### src/rtl/mskand_hpc1_sched.sv
// ============================================================================
// Module   : mskand_hpc1_sched
// Purpose  : Operand/randomness scheduler and result FIFO for an HPC1 masked AND gadget.
// Revision : 1.0
// ============================================================================
`default_nettype none

`ifndef DEFAULTSHARES
`define DEFAULTSHARES 2
`endif

module mskand_hpc1_sched #(
  parameter int d      = `DEFAULTSHARES,
  parameter int FIFO_D = 8,
  parameter int REF_N_RND = (d == 2) ? 1 : (d == 3) ? 2 : (d == 4) ? 4 : (d == 5) ? 5 :
                            (d == 6) ? 7 : (d == 7) ? 9 : (d == 8) ? 11 : d * (d - 1) / 2,
  parameter int DOM_RND   = d * (d - 1) / 2,
  parameter int HPC1RND   = REF_N_RND + DOM_RND
) (
  input  logic               clk,
  input  logic               rst_n,
  input  logic               i_in_valid,
  output logic               o_in_ready,
  input  logic [d-1:0]       i_in_a,
  input  logic [d-1:0]       i_in_b,
  input  logic               i_rnd_valid,
  output logic               o_rnd_ready,
  input  logic [HPC1RND-1:0] i_rnd_in,
  output logic [d-1:0]       o_g_ina,
  output logic [d-1:0]       o_g_inb,
  output logic [HPC1RND-1:0] o_g_rnd,
  input  logic [d-1:0]       i_g_out,
  output logic               o_out_valid,
  input  logic               i_out_ready,
  output logic [d-1:0]       o_out_data,
  output logic               o_busy
);

  localparam int PW = $clog2(FIFO_D);
  localparam int CW = PW + 1;
  localparam logic [CW:0] C_DEPTH = (CW + 1)'(FIFO_D);

  logic                 r_v1, r_v2, r_v3, r_v4;
  logic [REF_N_RND-1:0] r_ref1;
  logic [DOM_RND-1:0]   r_dom1, r_dom2, r_dom3;
  logic [d-1:0]         r_a1, r_a2, r_a3;
  logic [d-1:0]         r_b1, r_b2;

  logic [d-1:0]         r_mem [FIFO_D];
  logic [PW-1:0]        r_wptr, r_rptr;
  logic [CW-1:0]        r_count;

  logic [2:0]           w_inflight;
  logic [CW:0]          w_used;
  logic                 w_accept;
  logic                 w_push;
  logic                 w_pop;

  // Credit covers every result that will eventually land in the FIFO, so a
  // same-cycle pop only frees space from the next cycle on.
  assign w_inflight = 3'(r_v1) + 3'(r_v2) + 3'(r_v3) + 3'(r_v4);
  assign w_used     = {1'b0, r_count} + (CW + 1)'(w_inflight);
  assign w_accept   = rst_n & i_in_valid & i_rnd_valid & (w_used < C_DEPTH);
  assign w_push     = r_v4;
  assign w_pop      = (r_count != '0) & i_out_ready;

  assign o_in_ready  = w_accept;
  assign o_rnd_ready = w_accept;

  // Stage data is zeroed whenever its slot is empty, so idle gadget ports carry no shares.
  always_ff @(posedge clk or negedge rst_n) begin
    if (!rst_n) begin
      r_v1   <= 1'b0;
      r_v2   <= 1'b0;
      r_v3   <= 1'b0;
      r_v4   <= 1'b0;
      r_ref1 <= '0;
      r_dom1 <= '0;
      r_dom2 <= '0;
      r_dom3 <= '0;
      r_a1   <= '0;
      r_a2   <= '0;
      r_a3   <= '0;
      r_b1   <= '0;
      r_b2   <= '0;
    end else begin
      r_v1   <= w_accept;
      r_ref1 <= w_accept ? i_rnd_in[REF_N_RND-1:0] : '0;
      r_dom1 <= w_accept ? i_rnd_in[HPC1RND-1:REF_N_RND] : '0;
      r_a1   <= w_accept ? i_in_a : '0;
      r_b1   <= w_accept ? i_in_b : '0;
      r_v2   <= r_v1;
      r_dom2 <= r_dom1;
      r_a2   <= r_a1;
      r_b2   <= r_b1;
      r_v3   <= r_v2;
      r_dom3 <= r_dom2;
      r_a3   <= r_a2;
      r_v4   <= r_v3;
    end
  end

  assign o_g_rnd = {r_dom3, r_ref1};
  assign o_g_inb = r_b2;
  assign o_g_ina = r_a3;

  always_ff @(posedge clk) begin
    if (w_push) begin
      r_mem[r_wptr] <= i_g_out;
    end
  end

  always_ff @(posedge clk or negedge rst_n) begin
    if (!rst_n) begin
      r_wptr  <= '0;
      r_rptr  <= '0;
      r_count <= '0;
    end else begin
      if (w_push) begin
        r_wptr <= r_wptr + 1'b1;
      end
      if (w_pop) begin
        r_rptr <= r_rptr + 1'b1;
      end
      case ({w_push, w_pop})
        2'b10:   r_count <= r_count + 1'b1;
        2'b01:   r_count <= r_count - 1'b1;
        default: r_count <= r_count;
      endcase
    end
  end

  assign o_out_valid = (r_count != '0);
  assign o_out_data  = r_mem[r_rptr];
  assign o_busy      = r_v1 | r_v2 | r_v3 | r_v4 | (r_count != '0);

endmodule

`default_nettype wire

### config.mk
export PLATFORM = sky130hd
export DESIGN_NAME = mskand_hpc1_sched
export DESIGN_NICKNAME = d
export VERILOG_FILES = /design/src/rtl/mskand_hpc1_sched.sv
export SDC_FILE = /design/constraint.sdc
export NUM_CORES = 1
export LEC_CHECK = 0
export CAP_MARGIN = 30
export CELL_PAD_IN_SITES_DETAIL_PLACEMENT = 1
export CELL_PAD_IN_SITES_GLOBAL_PLACEMENT = 2
export CORE_MARGIN = 5
export CORE_UTILIZATION = 37
export DETAILED_ROUTE_END_ITERATION = 10
export PLACE_DENSITY_LB_ADDON = 0.3
export RECOVER_POWER = 100
export SLEW_MARGIN = 20
export SYNTH_ARGS = -nofsm -noshare
export SYNTH_HDL_FRONTEND = slang
export SYNTH_SLANG_ARGS = --single-unit
### constraint.sdc
create_clock -name clk -period 3.8 [get_ports clk]
set_clock_uncertainty 0.05 [all_clocks]
set_input_delay 0.76 -clock clk [delete_from_list [all_inputs] [get_ports clk]]
set_output_delay 0.76 -clock clk [all_outputs]
set_load 0.1 [all_outputs]
==> impl_metrics.json <==
{
  "status": "finished, final reports clean",
  "worst_ep_arrival_time_ps": 2550,
  "die_y_um": 81.08,
  "ir_drop_mv": 0.4015,
  "num-nets-final": 180,
  "num_rows": 25,
  "die_w_um": 81.08,
  "syn-num-nets": 155,
  "crit_fanout": 8,
  "setup.worst_path.start_class": "flop",
  "ctsHtreeMaxLevel": 2,
  "cts_resized": 0,
  "cpMostUsedCell": "a21o_1",
  "first_pass_iters": 4,
  "drc": 0,
  "fmax_mhz": 297.8,
  "wirelength_mm": 3.421,
  "place.gp.congestion": 0.7232,
  "place_area_um2": 2175,
  "setup_tns_ps": 0,
  "cts_tree": "done",
  "cp_cell_sequence": "fa_1 -> ha_1 -> a21o_1 -> a21o_1 -> a21boi_2 -> buf_12",
  "crit_type": "flop to output port",
  "p_leak_nw": 0.9500,
  "post_cts_buffers": 0,
  "wire_per_inst_um": 15.20,
  "port-buffer-count": 24,
  "yosysTopAreaCellShare_pct": 37.48,
  "synth_cell_types": 30,
  "period_minus_slack_ps": 3357,
  "cp_slowest_cell": "dfrtp_1",
  "drv_slew": 0,
  "path_delay_family": "adder cells",
  "cts_max_path_buffers": 2,
  "clk_pin_slew_ps": 70,
  "track_usage_pct": 12.05,
  "vias_per_cell": 4.760,
  "drtAntennaViolNets": 0,
  "fill_cells": 511,
  "core-area_um2": 4817,
  "max_slew_margin_pct": 3.529,
  "synth_seq_area_share_pct": 63.19,
  "setup_viol": 0,
  "synth_area_leader_cell": "dfrtp_1",
  "period_share_pct": 88.35,
  "insertion_delay_ps": 290,
  "crit_buf_inv": 1,
  "slowest_delay_ps": 540,
  "first_global_vias": 1176,
  "cap_violations": 0,
  "syn_area_per_cell_um2": 14.16,
  "worst_slack_ps": 442.6,
  "ys_ff_latch": 44,
  "start_util_pct": 38.81,
  "cp.required_ps": 2990,
  "die_area_um2": 6574,
  "layout-drive-gt1-share_pct": 13.29,
  "syn_inst": 132,
  "ys_warn_count": 0,
  "power_density_nw_per_um2": 710.6,
  "cts_sinks": 44,
  "grt.overflow.total": 0,
  "vias": 1071,
  "io_pins": 25,
  "syn-cell-area_um2": 1869,
  "fin_area_um2": 2260,
  "grt_max_degree": 29,
  "cts_root_buf": "clkbuf_8",
  "numCtsBuffers": 5,
  "antenna_found_initial": 0,
  "n_antenna_cell": 0,
  "grt_first_pass_wirelength_mm": 5.906,
  "rsz0062_at_grt": "false",
  "hold_buffers": 0,
  "yosys-top-cells-area": "dfrtp_1, edfxtp_1, ha_1",
  "pre_cts_ws_ps": 604.4,
  "hold_viol_final": 0,
  "drtIter0Drc": 60,
  "crit_path_end_kind": "output port",
  "syn_to_final_growth_pct": 20.88,
  "tightest_slew_ps": 1447,
  "worst_hold_path_type": "flop to flop",
  "dpl.hpwl_mm": 2.668
}
==> where the power goes <==
group | internal (mW) | switching (mW) | total (mW) | leakage (nW)
sequential | 0.564 | 0.109 | 0.673 | 0.511
combinational | 0.225 | 0.390 | 0.615 | 0.385
clock | 0.169 | 0.150 | 0.318 | 0.0534
==> cells in the final DEF (no fill, tap or decap), types with 3 or more instances in the layout <==
cell type | Yosys | routed
dfrtp_1 | 28 | 28
edfxtp_1 | 16 | 16
nand2_1 | 11 | 11
dlygate4sd3_1 | 0 | 10
clkdlybuf4s50_1 | 0 | 9
inv_1 | 8 | 8
a21oi_1 | 8 | 8
ha_1 | 8 | 8
nor2_1 | 6 | 6
mux2_2 | 5 | 5
clkbuf_8 | 0 | 5
mux4_2 | 4 | 4
xnor2_1 | 4 | 4
clkbuf_1 | 2 | 4
nand2b_1 | 3 | 3
nand3_1 | 3 | 3
nor3b_1 | 3 | 3
==> final timing paths <==
check	from	end	slack (ps)	depth (start not counted)
worst min-delay path	r_a1[0]	r_a2[0]	300	0
worst min register to register	r_a1[0]	r_a2[0]	300	0
worst max-delay path	r_v4	o_in_ready	440	6
min in group asynchronous	rst_n	r_rptr[0]	1380	2
worst max register to register	r_count[0]	r_count[3]	710	8
max in group asynchronous	rst_n	r_wptr[1]	1480	2
==> registers in the layout, summed over array words and instances (netlist names) <==
signal and count:
r_a2 2, r_wptr 3, r_mem 16, r_b1 2
r_rptr 3, r_a1 2, r_v2 1, r_v4 1
r_dom2 1, o_g_ina 2, r_dom1 1, r_count 4
o_g_inb 2, r_dom3 1, r_v3 1, r_v1 1
r_ref1 1
==> layout make-up <==
cell class                      count  area (um^2)  area share (%)
Multi-Input combinational cell     73        615.6           27.24
Clock inverter                      1        5.005          0.2215
Timing Repair Buffer               25        246.5           10.91
Clock buffer                        7        97.59           4.319
Inverter                            8        30.03           1.329
Tap cell                           67        83.83           3.710
Sequential cell                    44         1181           52.27
==> synth_stat cells <==
master / count
mux2i_1: 1
mux2_2: 5
xor2_1: 2
buf_2: 1
a21boi_0: 1
xnor2_1: 4
or4b_2: 1
clkbuf_1: 2
inv_1: 8
o211ai_1: 1
or4_4: 1
a2111o_1: 1
o311ai_0: 1
buf_4: 4
fa_1: 2
o21ai_0: 1
or4b_1: 1
nand2_1: 11
nor2_1: 6
ha_1: 8
a21oi_1: 8
a21o_1: 2
nand3_1: 3
nand2b_1: 3
nor3b_1: 3
nor3_1: 2
edfxtp_1: 16
dfrtp_1: 28
and4b_1: 1
mux4_2: 4
==> routing by layer <==
metal / up-vias / GRT usage (%) / wire length [um]
met4: 0 / 5.068 / 44
met5: - / 0 / 0
met3: 6 / 3.104 / 126
met1: 536 / 16.06 / 1537
met2: 19 / 18.64 / 1713
li1: 510 / - / -
==> per-stage QoR <==
| stage | total power, mW | hold slack [ps] | util, % | cells |
|---|---|---|---|---|
| detailed placement | 1.336 | 291.0 | 45.14 | 217 |
| global placement | 1.289 | 282.7 | 45.14 | 217 |
| finish | 1.606 | 302.3 | 46.91 | 225 |
| global route | 1.710 | 312.1 | 46.91 | 225 |
| floorplan | 1.175 | 281.2 | - | 132 |
| CTS | 1.656 | 309.4 | 47.27 | 225 |
==> cells by family (layout without fill, tap and decap cells) <==
kind of cell	after synthesis	after routing	synth area share, %
mux	10	10	8.367
simple gates	32	32	9.170
xor+xnor	6	6	2.811
compound gates	15	15	5.087
flops	44	44	63.19
fa+ha+maj	10	10	7.497
buf+inv	15	41	3.882
No activity file was read; power rests on OpenSTA's default activity.
